$ cat config.mk
export PLATFORM = sky130hd
export DESIGN_NAME = vga_frame_capture_writer
export DESIGN_NICKNAME = d
export VERILOG_FILES = /design/src/rtl/vga_frame_capture_writer.sv
export SDC_FILE = /design/constraint.sdc
export NUM_CORES = 1
export LEC_CHECK = 0
export ABC_CLOCK_PERIOD_IN_PS = 10500
export CAP_MARGIN = 20
export CORE_UTILIZATION = 51
export CTS_CLUSTER_SIZE = 24
export DETAILED_ROUTE_END_ITERATION = 8
export PLACE_DENSITY = 0.73
export SLEW_MARGIN = 10
export SYNTH_ARGS = -nofsm -noshare
export SYNTH_HDL_FRONTEND = slang
export SYNTH_SLANG_ARGS = --single-unit
$ cat constraint.sdc
create_clock -name clk -period 10.5 [get_ports clk]
set_input_delay 2.625 -clock clk [delete_from_list [all_inputs] [get_ports clk]]
set_output_delay 2.625 -clock clk [all_outputs]
set_load 0.01 [all_outputs]
$ cat src/rtl/vga_frame_capture_writer.sv
// Captures one Avalon-ST video frame (one beat per pixel) into memory through an Avalon-MM write master.
// A beat reaches mm_mem_write one cycle after acceptance; st_ready drops only while the write buffer is full or draining.
module vga_frame_capture_writer #(
  parameter int MM_MEM_ADDR_WIDTH = 32,
  parameter int MM_MEM_DATA_WIDTH = 32,
  parameter int MM_ADDR_WIDTH     = MM_MEM_ADDR_WIDTH,
  parameter int MM_DATA_WIDTH     = MM_MEM_DATA_WIDTH,
  parameter logic [MM_ADDR_WIDTH-1:0] MM_START_ADDRESS = 'h400_0000,
  parameter int WIDTH             = 640,
  parameter int HEIGHT            = 480,
  parameter int FRAME_PIXELS      = WIDTH * HEIGHT,
  parameter int FIFO_DEPTH        = 8,
  parameter int ST_EMPTY_WIDTH    = $clog2(MM_DATA_WIDTH / 8 + 1)
) (
  input  logic                       clk,
  input  logic                       reset,
  output logic                       st_ready,
  input  logic                       st_valid,
  input  logic [MM_DATA_WIDTH-1:0]   st_data,
  input  logic                       st_startofpacket,
  input  logic                       st_endofpacket,
  input  logic [ST_EMPTY_WIDTH-1:0]  st_empty,
  output logic                       mm_mem_write,
  output logic [MM_ADDR_WIDTH-1:0]   mm_mem_address,
  output logic [MM_DATA_WIDTH-1:0]   mm_mem_writedata,
  output logic [MM_DATA_WIDTH/8-1:0] mm_mem_byteenable,
  input  logic                       mm_mem_waitrequest,
  input  logic                       mm_csr_write,
  input  logic                       mm_csr_read,
  input  logic [1:0]                 mm_csr_address,
  input  logic [31:0]                mm_csr_writedata,
  output logic [31:0]                mm_csr_readdata,
  output logic                       mm_csr_waitrequest
);

  localparam int BYTES = MM_DATA_WIDTH / 8;
  localparam int IDX_W = $clog2(FRAME_PIXELS + 1);
  localparam int PTR_W = $clog2(FIFO_DEPTH);
  localparam logic [IDX_W-1:0] FP_L = IDX_W'(FRAME_PIXELS);
  localparam logic [ST_EMPTY_WIDTH-1:0] CLOSE_EMPTY = ST_EMPTY_WIDTH'(BYTES);

  typedef enum logic [1:0] {IDLE, WAIT_SOP, CAPTURE, DRAIN} state_t;

  typedef struct packed {
    logic [MM_ADDR_WIDTH-1:0] addr;
    logic [MM_DATA_WIDTH-1:0] data;
  } wr_t;

  state_t                   state, state_nxt;
  logic                     enable, armed, frame_done, short_frame, long_frame;
  logic [31:0]              frame_count;
  logic [MM_ADDR_WIDTH-1:0] csr_base, act_base, act_base_nxt, base_eff;
  logic [IDX_W-1:0]         pix_idx, pix_idx_nxt, idx_eff;
  wr_t                      fifo_mem [FIFO_DEPTH];
  wr_t                      push_dat, head;
  logic [PTR_W:0]           wr_ptr, rd_ptr;
  logic                     fifo_full, fifo_empty, push, pop, accept, data_beat;
  logic                     take_beat, arm_take, set_done, set_short, set_long;

  assign fifo_empty = (wr_ptr == rd_ptr);
  assign fifo_full  = (wr_ptr[PTR_W] != rd_ptr[PTR_W]) &&
                      (wr_ptr[PTR_W-1:0] == rd_ptr[PTR_W-1:0]);
  assign pop        = !fifo_empty && !mm_mem_waitrequest;
  assign st_ready   = (state == CAPTURE) ? !fifo_full : (state != DRAIN);
  assign accept     = st_valid && st_ready;
  assign data_beat  = (st_empty != CLOSE_EMPTY);

  assign head               = fifo_mem[rd_ptr[PTR_W-1:0]];
  assign mm_mem_write       = !fifo_empty;
  assign mm_mem_address     = fifo_empty ? '0 : head.addr;
  assign mm_mem_writedata   = fifo_empty ? '0 : head.data;
  assign mm_mem_byteenable  = '1;
  assign mm_csr_waitrequest = 1'b0;

  always_comb begin
    state_nxt    = state;
    push         = 1'b0;
    push_dat     = '0;
    pix_idx_nxt  = pix_idx;
    act_base_nxt = act_base;
    idx_eff      = pix_idx;
    base_eff     = act_base;
    take_beat    = 1'b0;
    arm_take     = 1'b0;
    set_done     = 1'b0;
    set_short    = 1'b0;
    set_long     = 1'b0;
    case (state)
      IDLE: begin
        if (enable || armed) begin
          state_nxt = WAIT_SOP;
          arm_take  = armed;
        end
      end
      WAIT_SOP: take_beat = accept && st_startofpacket;
      CAPTURE: begin
        take_beat = accept;
        set_short = accept && st_startofpacket;
      end
      default: begin
        if (fifo_empty) begin
          set_done  = 1'b1;
          state_nxt = enable ? WAIT_SOP : IDLE;
        end
      end
    endcase
    // An SOP beat always restarts the frame at pixel 0 with a freshly sampled base.
    if (take_beat) begin
      if (st_startofpacket) begin
        idx_eff  = '0;
        base_eff = csr_base;
      end
      act_base_nxt = base_eff;
      pix_idx_nxt  = idx_eff;
      state_nxt    = CAPTURE;
      if (data_beat) begin
        if (idx_eff < FP_L) begin
          push          = 1'b1;
          push_dat.addr = base_eff + MM_ADDR_WIDTH'(idx_eff) * MM_ADDR_WIDTH'(BYTES);
          push_dat.data = st_data;
          pix_idx_nxt   = idx_eff + IDX_W'(1);
        end else begin
          set_long = 1'b1;
        end
      end
      if (st_endofpacket) begin
        state_nxt = DRAIN;
        if (pix_idx_nxt < FP_L) set_short = 1'b1;
      end
    end
  end

  always_ff @(posedge clk) begin
    if (push) fifo_mem[wr_ptr[PTR_W-1:0]] <= push_dat;
  end

  always_ff @(posedge clk) begin
    if (reset) begin
      state           <= IDLE;
      pix_idx         <= '0;
      act_base        <= '0;
      wr_ptr          <= '0;
      rd_ptr          <= '0;
      enable          <= 1'b0;
      armed           <= 1'b0;
      csr_base        <= MM_START_ADDRESS;
      frame_done      <= 1'b0;
      short_frame     <= 1'b0;
      long_frame      <= 1'b0;
      frame_count     <= '0;
      mm_csr_readdata <= '0;
    end else begin
      state    <= state_nxt;
      pix_idx  <= pix_idx_nxt;
      act_base <= act_base_nxt;
      if (push) wr_ptr <= wr_ptr + 1'b1;
      if (pop)  rd_ptr <= rd_ptr + 1'b1;
      if (arm_take) armed <= 1'b0;
      if (mm_csr_write) begin
        case (mm_csr_address)
          2'd0: begin
            enable <= mm_csr_writedata[0];
            if (mm_csr_writedata[1]) armed <= 1'b1;
          end
          2'd1: csr_base <= MM_ADDR_WIDTH'(mm_csr_writedata);
          2'd2: begin
            if (mm_csr_writedata[1]) frame_done  <= 1'b0;
            if (mm_csr_writedata[2]) short_frame <= 1'b0;
            if (mm_csr_writedata[3]) long_frame  <= 1'b0;
          end
          default: ;
        endcase
      end
      // Flag sets come after the clears so a same-cycle set wins.
      if (set_done)  frame_done  <= 1'b1;
      if (set_short) short_frame <= 1'b1;
      if (set_long)  long_frame  <= 1'b1;
      if (set_done)  frame_count <= frame_count + 32'd1;
      if (mm_csr_read) begin
        case (mm_csr_address)
          2'd0:    mm_csr_readdata <= {30'd0, armed, enable};
          2'd1:    mm_csr_readdata <= 32'(csr_base);
          2'd2:    mm_csr_readdata <= {28'd0, long_frame, short_frame, frame_done, state != IDLE};
          default: mm_csr_readdata <= frame_count;
        endcase
      end
    end
  end

endmodule

==> results by group, run 1 <==
Timing
  • Setup Skew: 0.02112 ns
  • RSZ-0062 raised after global routing: false
  • Tcrit/Tclk final: 0.6183
  • Max Clk Rate: 154.0 MHz
  • Setup-violating endpoint count in the final report: 0
  • Slew @ Worst Pin: 1.104 ns
  • Total negative slack: 0 ns
  • Final Hold Violating Endpoints: 0
  • Tmin final: 6.492 ns
  • Max Slew Vio Count: 0
  • Worst slew margin: 0.2641

Worst setup path
  • Data arrival, critical path: 3.87 ns
  • Critical path launch point type: flip-flop
  • Critical path type: flip-flop to output port
  • CP required: 7.88 ns
  • CP Capture Type: output port
  • Top fanout value on the critical path: 69

Die
  • Cell Rows: 86
  • Overall die width: 239.4 um
  • I/O Pins: 180
  • Die H: 239.4 um
  • Die Area: 57320 sq um
  • Starting density of the core: 0.5187
  • CORE AREA: 55420 sq um

Logic synthesis
  • Count of cell types in the netlist: 72
  • Seq cells post-synth: 677
  • Post-synth EDFFs: 512
  • Post-synth ARST share: 0
  • Syn Area/Cell: 14.43 sq um
  • Top FF cell, synth: edfxtp_1
  • Post-synthesis cell area: 28750 sq um
  • Synth warn: 0
  • Register area share after synthesis: 0.6497
  • Gate count of the mapped netlist: 1992

Clocking
  • Worst-path clk slew: 0.06 ns
  • Clock sink count: 677
  • Clk root buf: clkbuf_16
  • Skew-Pair Late Insertion Delay: 0.62 ns
  • H-tree depth: 3
  • CTS Hold Bufs: 0
  • Post-CTS Setup Bufs: 0
  • Clock buffer depth: 3
  • CTS tree: done
  • Post-cts resize count: 0
  • CTS buffer count: 70

Final layout
  • # diodes: 0
  • Fill count: 4082
  • Layout cells sized above 1: 0.1587
  • Post-layout util: 0.6056
  • Final nets: 2255
  • Area growth syn-to-layout: 16.74%

Status
  • Status: complete, no violations

Placed design
  • Final GP Congestion: 0.8355
  • Post-DP HPWL: 37.26 mm
  • IO buf count: 174

Power and ir drop
  • Peak supply drop: 129.6 uV
  • Switching part of the total: 0.2113
  • P_int: 0.004421 W
  • P_leak: 9.768 nW
  • Sw Pwr: 0.001184 W
  • Pwr Total: 0.005606 W
  • Seq pwr share: 0.514
  • Power per Cell Area: 167.0 nW/um^2
  • Gate power share: 0.042
  • Clock network fraction of design power: 0.444

Global routing
  • Initial antenna violation count: 0
  • GRT Util Overall: 0.2246
  • GRT overflow: 0
  • First-pass GRT wire length: 97.39 mm
  • Pin count of the biggest net entering global routing: 88
  • Vias in the first global route: 17150

Detailed routing
  • Vias: 16950
  • Final WL: 63.57 mm
  • DRT Pass-1 Iters: 5
  • Initial DRC count: 1209
  • DR WL/cell: 21.53 um
  • Remaining DRCs: 0
  • Antenna viol nets, final: 0
  • Via-per-instance ratio: 5.740

Job
  • Max cap viols: 0

Min path
  • Worst hold path type: flip-flop to flip-flop
## path summary, 6_finish.rpt
kind	startpoint	end	slack, ns	cells after the start
setup / recovery	flip-flop	mm_mem_address[15]	4.01	5
hold / removal	act_base[27]$_SDFFE_PP0P_	act_base[27]$_SDFFE_PP0P_	0.45	2
setup reg to reg	state[0]$_SDFFE_PP0P_	fifo_mem[7][4]$_DFFE_PP_	6.29	10
hold reg to reg	act_base[27]$_SDFFE_PP0P_	act_base[27]$_SDFFE_PP0P_	0.45	2
## stage by stage
step	instances	hold WS, ns	worst slack [ns]	instance area [sq um]
2_1_floorplan	1995	0.4333	0.1001	28760
3_3_place_gp	2822	0.4388	3.985	31160
3_5_place_dp	2823	0.4477	3.767	31180
4_1_cts	2951	0.4555	3.764	33500
5_1_grt	2953	0.4758	3.813	33560
6_report	2953	0.4536	4.008	33560
## worst max-delay path: stages (launching register included)
cell	delay (ns)
dfxtp_4	0.94
buf_4	0.89
mux4_2	0.38
mux2i_1	0.09
nor2_1	0.31
clkdlybuf4s50_1	0.61
## cell families after synthesis
logic type      Yosys count  share of synthesized area
compound gates          223                    0.04561
xor+xnor                 60                    0.01880
fa+ha+maj                29                    0.01288
buf+inv                 139                    0.02120
flops                   677                     0.6497
mux                     261                     0.1496
other cells               2                  0.0002613
simple gates            601                     0.1019
## power groups by stage
stage | registers (W) | logic (W) | clock network [W]
3_5_place_dp | 0.00294 | 0.000235 | 0
3_3_place_gp | 0.00294 | 0.000232 | 0
4_1_cts | 0.00288 | 0.000237 | 0.00253
6_report | 0.00288 | 0.000236 | 0.00249
5_1_grt | 0.00288 | 0.000254 | 0.00262
2_1_floorplan | 0.00293 | 0.000135 | 0
## Yosys cell counts (3+ instances only)
| master | instances | area [sq um] |
|---|---|---|
| buf_2 | 22 | 110.1 |
| nand4b_1 | 4 | 35.03 |
| and3_1 | 45 | 281.5 |
| clkbuf_1 | 65 | 244.0 |
| nand2b_1 | 7 | 43.79 |
| xnor2_1 | 30 | 262.8 |
| nor3_2 | 7 | 70.07 |
| mux2_2 | 49 | 551.8 |
| or3_1 | 12 | 75.07 |
| o21bai_1 | 3 | 22.52 |
| nor2_1 | 199 | 747.0 |
| mux2i_1 | 81 | 810.8 |
| nor4_2 | 5 | 62.56 |
| edfxtp_1 | 512 | 15370 |
| a21o_1 | 13 | 97.59 |
| and2_1 | 8 | 50.05 |
| ha_1 | 28 | 350.3 |
| nand3b_1 | 6 | 45.04 |
| o21a_1 | 9 | 67.56 |
| a211oi_1 | 11 | 82.58 |
| mux4_2 | 130 | 2928 |
| a22oi_1 | 7 | 52.55 |
| o21ai_0 | 30 | 150.1 |
| nor4_1 | 8 | 50.05 |
| nor3b_1 | 5 | 37.54 |
| nand4_1 | 16 | 100.1 |
| nand2_1 | 170 | 638.1 |
| xor2_1 | 28 | 245.2 |
| nor2b_1 | 48 | 300.3 |
| nand3_1 | 31 | 155.2 |
| nor3_1 | 14 | 70.07 |
| a21oi_1 | 125 | 625.6 |
| a31oi_1 | 4 | 25.02 |
| buf_4 | 6 | 45.04 |
| inv_1 | 18 | 67.56 |
| dfxtp_1 | 165 | 3303 |
| buf_1 | 23 | 86.33 |
| buf_6 | 5 | 56.30 |
## flip-flops by register name (all words and copies together), names as in the netlist, named ones only
name and count:
wr_ptr 4, rd_ptr 4, armed 1, pix_idx 19, frame_done 1, fifo_mem 512, csr_base 32, frame_count 32
state 2, short_frame 1, mm_csr_readdata 32, enable 1, act_base 32, long_frame 1
## per-layer routing
layer  vias to the layer above  global-route usage  part of all wire  routed length (um)
met5                         -                   0                 0                   0
li1                       7812                   -                 -                   -
met1                      8466              0.3066              0.43               27540
met2                       560              0.3682              0.48               30800
met3                       112             0.03319             0.054                3434
met4                         0             0.07964             0.028                1791
## placed cells by master, fill, tap and decap left out, drive strengths merged, types with 6 or more instances in the layout
master         count
nand2            171
nor3              21
nand4             17
mux2i             81
a211oi            12
and3              45
nor2b             48
mux4             130
o21ai             32
clkdlybuf4s50    172
nand3             31
xor2              30
edfxtp           512
o21a               9
xnor2             30
nor2             200
and2               9
clkbuf            90
ha                28
nor4              14
or3               12
clkinv            23
nand3b             6
dfxtp            165
nand2b             7
a22oi              7
mux2              50
clkinvlp           6
buf               31
bufinv             6
a21o              13
inv               21
a21oi            125
## cell type report
class                   instances  area (sq um)  area share
repair buffers                203          2012     0.05995
well taps                     748         935.9     0.02789
clock buffers                  90          1909     0.05690
multi-input cells            1179          9534      0.2841
flip-flops and latches        677         18690      0.5569
clock inverters                38         410.4     0.01223
inverters                      18         67.56    0.002013
Power figures use the tool's default switching activity.
==> run 2: changes to the inputs <==
ABC_CLOCK_PERIOD_IN_PS = 6200   (was 10500)
PLACE_DENSITY = 0.7   (was 0.73)
clock period = 6.2 ns   (was 10.5 ns; I/O delays follow)
==> run 2 against run 1 <==
  * Design area increased by 0.65%
  * Wire length decreased by 0.29%
  * Utilization increased by 0.40 points
  * Clock power increased by 64%
  * Worst hold slack got worse by 0.0010 ns
  * Sequential power increased by 69%
  * Critical path type unchanged
  * Non-clock buffer count increased by 22
  * First-iteration DRC count increased by 4.5%
==> results by group, run 2 (synthesized netlist as in run 1, its figures left out) <==
Detailed routing
  • DR WL/cell: 21.31 um (-1.0%)
  • Antenna viol nets, final: 0 (unchanged)
  • DRT Pass-1 Iters: 7 (+2)
  • Via-per-instance ratio: 5.692 (-0.83%)
  • Remaining DRCs: 0 (unchanged)
  • Vias: 16930 (-0.094%)
  • Final WL: 63.39 mm (-0.29%)
  • Initial DRC count: 1264 (+4.5%)

Timing
  • Final Hold Violating Endpoints: 0 (unchanged)
  • Setup-violating endpoint count in the final report: 0 (unchanged)
  • Setup ws final: 1.245 ns (-2.762 ns)
  • Worst slew margin: 0.3221 (+0.05793)
  • Total negative slack: 0 ns (unchanged)
  • Setup Skew: 0.01745 ns (-0.003661 ns)
  • Hold_ws: 0.4526 ns (-0.0009960 ns)
  • Tmin final: 4.955 ns
  • Max Slew Vio Count: 0 (unchanged)
  • RSZ-0062 raised after global routing: false
  • Tcrit/Tclk final: 0.7991
  • Slew @ Worst Pin: 1.017 ns (-0.08690 ns)
  • Max Clk Rate: 201.8 MHz

Worst setup path
  • Data arrival, critical path: 3.40 ns (-0.47 ns)
  • Top fanout value on the critical path: 29 (-58%)
  • Critical path type: flip-flop to output port
  • CP cell instances: buf_4 -> mux4_2 -> mux2i_1 -> nor2_1 -> clkdlybuf4s50_1
  • CP required: 4.65 ns (-3.23 ns)
  • Max incr delay on CP: 0.71 ns (-0.23 ns)
  • FF-to-FF Start: pix_idx[0]$_SDFFE_PP0P_
  • Worst path top cell family by delay: buffers and inverters
  • CP Capture Type: output port
  • Critical path buffer and inverter count: 2 (unchanged)
  • Critical path launch point type: flip-flop
  • Slowest CP cell: dfxtp_4

Final layout
  • Area growth syn-to-layout: 17.50%
  • Layout cells sized above 1: 0.1670 (+0.008311)
  • Multi-input gate area: 9549 sq um (+0.16%)
  • Final nets: 2277 (+0.98%)
  • Post-layout util: 0.6095 (+0.003951)
  • Most frequent cells in the layout: 512 x edfxtp_1, 196 x nor2_1, 172 x clkdlybuf4s50_1
  • # diodes: 0 (unchanged)
  • Max reg flops: 512 (unchanged)
  • Storage element area: 18690 sq um (unchanged)
  • Fill count: 4167 (+2.1%)
  • Commonest non-fill, non-tap cell in the layout: edfxtp_1

Power and ir drop
  • Power per Cell Area: 277.5 nW/um^2 (+66%)
  • Peak supply drop: 191.3 uV (+48%)
  • P_leak: 9.876 nW (+1.1%)

Placed design
  • IO buf count: 174 (unchanged)
  • Dpl ws: 0.7648 ns (-3.002 ns)
  • Final GP Congestion: 0.8255 (-1.2%)
  • Post-DP HPWL: 38.43 mm (+3.1%)

Min path
  • Worst hold path type: flip-flop to flip-flop
  • Hold_sp: act_base[8]$_SDFFE_PP0P_

Clocking
  • Clock buffer depth: 3 (unchanged)
  • Clk root buf: clkbuf_16
  • H-tree depth: 3 (unchanged)
  • Post-cts resize count: 0 (unchanged)
  • Skew-Pair Late Insertion Delay: 0.60 ns (-0.02 ns)
  • CTS Hold Bufs: 0 (unchanged)
  • Clock sink count: 677 (unchanged)
  • CTS buffer count: 70 (unchanged)
  • CTS tree: done
  • Post-CTS Setup Bufs: 0 (unchanged)
  • Worst-path clk slew: 0.06 ns (about the same)

Die
  • CORE AREA: 55420 sq um (unchanged)
  • Die H: 239.4 um (unchanged)
  • Overall die width: 239.4 um (unchanged)
  • Starting density of the core: 0.5187 (unchanged)
  • Die Area: 57320 sq um (unchanged)
  • Cell Rows: 86 (unchanged)
  • I/O Pins: 180 (unchanged)

Global routing
  • GRT Util Overall: 0.2260 (+0.001400)
  • GRT overflow: 0 (unchanged)
  • First-pass GRT wire length: 98.35 mm (+0.98%)
  • Initial antenna violation count: 0 (unchanged)
  • Pin count of the biggest net entering global routing: 97 (+10%)
  • Vias in the first global route: 17240 (+0.52%)

Job
  • Max cap viols: 0 (unchanged)

Status
  • Status: complete, no violations
run 2: cell types whose count changed in the layout (fill, tap and decap cells not counted), sizes merged:
cell / delta
bufinv: -1
clkbuf: -3
clkinv: +5
clkinvlp: -1
buf: +22
run 2: worst paths after layout:
check	endpoint	slack, ns	depth (start not counted)
max	mm_mem_address[4]	1.25	5
min reg2reg	act_base[8]$_SDFFE_PP0P_	0.45	2
min	act_base[8]$_SDFFE_PP0P_	0.45	2
max reg2reg	fifo_mem[4][60]$_DFFE_PP_	2.60	11
run 2: power breakdown:
part	total (W)	switching (W)	internal [W]
clock network	0.00409	0.00171	0.00239
logic	0.000402	0.000210	0.000191
registers	0.00488	0.0000259	0.00485
total	0.00937	0.00195	0.00743
run 2: metal layers:
| layer | up-vias | global-route usage | wire length, um |
|---|---|---|---|
| met5 | - | 0 | 0 |
| met4 | 0 | 0.06799 | 1320 |
| met3 | 83 | 0.03296 | 3576 |
| met2 | 486 | 0.3826 | 31600 |
| met1 | 8504 | 0.3029 | 26890 |
| li1 | 7861 | - | - |
run 2: area by class of cell:
| cell class | instances | area share |
|---|---|---|
| Sequential cell | 677 | 0.5533 |
| Multi-Input combinational cell | 1179 | 0.2827 |
| Timing Repair Buffer | 225 | 0.06768 |
| Clock buffer | 87 | 0.05593 |
| Tap cell | 748 | 0.02771 |
| Clock inverter | 41 | 0.01067 |
| Inverter | 18 | 0.002000 |
run 2: stage by stage:
stage,instances,power (W),cell area (sq um)
6_report,2975,0.009372,33780
5_1_grt,2975,0.009664,33780
4_1_cts,2973,0.009452,33730
3_5_place_dp,2845,0.005373,31490
3_3_place_gp,2844,0.005366,31470
2_1_floorplan,1995,0.005190,28770
run 2: tightest hold or removal path: stages (launching register included):
cell	delay, ns
dfxtp_1	0.30
nand2_1	0.05
a21oi_1	0.05
==> run 3: changes to the inputs <==
ABC_CLOCK_PERIOD_IN_PS = 4200   (was 6200)
PLACE_DENSITY = 0.73   (was 0.7)
clock period = 4.2 ns   (was 6.2 ns; I/O delays follow)
==> run 3 against run 2 <==
  * Non-clock buffer count up 26
  * Via count up 1.2%
  * Sequential power up 47%
  * Final cell count up 0.87%
  * Utilization up 0.52 points
  * Clock power up 45%
  * Global-route usage down 0.28 points
  * Total power up 47%
  * Critical path depth unchanged
  * Clock-buffer cell count up 5
  * Setup slack worse by 1.0 ns
  * Critical path type unchanged
==> results by group, run 3 (synthesized netlist as in run 1, its figures left out) <==
Final layout
  • Final nets: 2303 (+1.1%)
  • Commonest non-fill, non-tap cell in the layout: edfxtp_1
  • Max reg flops: 512 (unchanged)
  • Area growth syn-to-layout: 18.51%
  • # diodes: 0 (unchanged)
  • Fill count: 4034 (-3.2%)
  • Most frequent cells in the layout: 512 x edfxtp_1, 196 x nor2_1, 172 x clkdlybuf4s50_1
  • Layout cells sized above 1: 0.1762 (+0.009169)
  • Finished Layout Cells: 3001 (+0.87%)

Worst setup path
  • FF-to-FF setup slack: 0.92 ns (-1.68 ns)
  • CP cell instances: xor2_2 -> nor4_4 -> buf_12 -> nor2_1 -> clkdlybuf4s50_1
  • CP required: 3.15 ns (-1.50 ns)
  • Data arrival, critical path: 2.93 ns (-0.47 ns)
  • Worst path top cell family by delay: buffers and inverters
  • Critical path launch point type: flip-flop
  • Top fanout value on the critical path: 67 (+130%)
  • CP Capture Type: output port
  • Critical path type: flip-flop to output port
  • Reg2reg path depth: 11 (unchanged)
  • Slowest CP cell: dfxtp_1
  • Critical path origin: wr_ptr[0]$_SDFFE_PP0P_
  • FF-to-FF Start: csr_base[2]$_SDFFE_PP0P_
  • Critical path buffer and inverter count: 2 (unchanged)
  • Max incr delay on CP: 0.62 ns (-0.09 ns)
  • Reg-to-Reg End: fifo_mem[4][54]$_DFFE_PP_

Detailed routing
  • DR WL/cell: 20.85 um (-2.1%)
  • DRT Pass-1 Iters: 7 (unchanged)
  • Vias: 17140 (+1.2%)
  • Via-per-instance ratio: 5.713 (+0.36%)
  • Initial DRC count: 1268 (+0.32%)
  • Final WL: 62.57 mm (-1.3%)
  • Antenna viol nets, final: 0 (unchanged)
  • Remaining DRCs: 0 (unchanged)

Die
  • Die Area: 57320 sq um (unchanged)
  • Cell Rows: 86 (unchanged)
  • Starting density of the core: 0.5187 (unchanged)
  • CORE AREA: 55420 sq um (unchanged)
  • Overall die width: 239.4 um (unchanged)
  • Die H: 239.4 um (unchanged)
  • I/O Pins: 180 (unchanged)

Clocking
  • Clk root buf: clkbuf_16
  • Worst-path clk slew: 0.06 ns (about the same)
  • Post-CTS Setup Bufs: 0 (unchanged)
  • CTS buffer count: 70 (unchanged)
  • Clock buffer depth: 3 (unchanged)
  • H-tree depth: 3 (unchanged)
  • Skew-Pair Late Insertion Delay: 0.62 ns (+0.02 ns)
  • Clock sink count: 677 (unchanged)
  • Post-cts resize count: 1 (+1)
  • CTS Hold Bufs: 0 (unchanged)
  • CTS tree: done

Timing
  • Setup ws final: 0.2197 ns (-1.026 ns)
  • Worst slew margin: 0.3061 (-0.01599)
  • RSZ-0062 raised after global routing: false
  • Tmin final: 3.980 ns
  • Slew @ Worst Pin: 1.041 ns (+0.02398 ns)
  • Setup Skew: 0.02647 ns (+0.009016 ns)
  • Setup-violating endpoint count in the final report: 0 (unchanged)
  • Max Clk Rate: 251.2 MHz
  • Tcrit/Tclk final: 0.9477
  • Max Slew Vio Count: 0 (unchanged)
  • Final Hold Violating Endpoints: 0 (unchanged)

Min path
  • WHS Path Cells: 2 (unchanged)
  • Worst hold path type: flip-flop to flip-flop
  • Hold Path End: act_base[30]$_SDFFE_PP0P_
  • Hold_sp: act_base[30]$_SDFFE_PP0P_

Placed design
  • IO buf count: 174 (unchanged)
  • Dpl ws: -0.1869 ns (-0.9517 ns)
  • Post-DP HPWL: 37.80 mm (-1.6%)
  • Final GP Congestion: 0.8461 (+2.5%)
  • Placed Cells: 2873 (+0.98%)

Status
  • Status: complete, no violations

Global routing
  • GRT Util Overall: 0.2232 (-0.002789)
  • Initial antenna violation count: 1 (+1)
  • Vias in the first global route: 17280 (+0.21%)
  • Pin count of the biggest net entering global routing: 84 (-13%)
  • First-pass GRT wire length: 97.59 mm (-0.76%)
  • GRT overflow: 0 (unchanged)

Power and ir drop
  • Peak supply drop: 248.8 uV (+30%)
  • Power per Cell Area: 403.4 nW/um^2 (+45%)
  • P_leak: 10.03 nW (+1.6%)

Job
  • Max cap viols: 0 (unchanged)
[run 3: cell count changes in the layout (fill, tap and decap cells not counted), moves of 4 or more]
cell and change:
clkbuf_8 +4, buf_4 +19, buf_12 +10, clkinvlp_4 -5, clkinv_1 +4
[run 3: how the worst max path moves through the flow]
| stage | to | cells past startpoint |
|---|---|---|
| after floorplan | fifo_mem[7][0]$_DFFE_PP_ | 7 |
| after global placement | fifo_mem[0][54]$_DFFE_PP_ | 13 |
| after CTS | mm_mem_address[15] | 5 |
| after global routing | mm_mem_address[15] | 5 |
| final | mm_mem_address[15] | 5 |
| after detailed placement | fifo_mem[4][54]$_DFFE_PP_ | 13 |
[run 3: layout make-up]
| class | instances | area (sq um) | share of cell area |
|---|---|---|---|
| well taps | 748 | 935.9 | 0.02747 |
| flip-flops and latches | 677 | 18690 | 0.5486 |
| clock inverters | 36 | 297.8 | 0.008741 |
| clock buffers | 92 | 1909 | 0.05605 |
| multi-input cells | 1179 | 9590 | 0.2815 |
| repair buffers | 251 | 2575 | 0.07559 |
| inverters | 18 | 67.56 | 0.001983 |
[run 3: layer usage]
layer / up-vias / GRT usage / share of wire / wire length, um
li1: 7908 / - / - / -
met1: 8584 / 0.3059 / 0.43 / 27170
met2: 559 / 0.3691 / 0.49 / 30470
met3: 91 / 0.03596 / 0.059 / 3708
met4: 2 / 0.06430 / 0.019 / 1218
met5: - / 0 / 0.00016 / 10
[run 3: power by group]
part	switching, W	leakage (nW)	internal [W]
clock network	0.00253	1.08	0.00341
logic	0.000318	3.93	0.000288
registers	0.0000325	5.02	0.00716
[run 3: worst register-to-register path, delay by kind of cell (launching register included)]
kind	cells	cell delay, ns
buf+inv	1	0.07
fa+ha+maj	2	0.58
simple gates	3	0.44
compound gates	4	1.25
flops	1	0.42
mux	1	0.22
[run 3: stage by stage]
stage               hold WS (ns)  setup TNS (ns)  utilization  total power, W  area (sq um)
finish                    0.4534               0       0.6147         0.01374         34070
global route              0.4673               0       0.6147         0.01416         34070
CTS                       0.4540               0       0.6147         0.01385         34070
detailed placement        0.4460          -2.993       0.5749        0.007943         31860
global placement          0.4395        -0.02297       0.5749        0.007935         31860
floorplan                 0.4333         -371.51            -        0.007667         28840
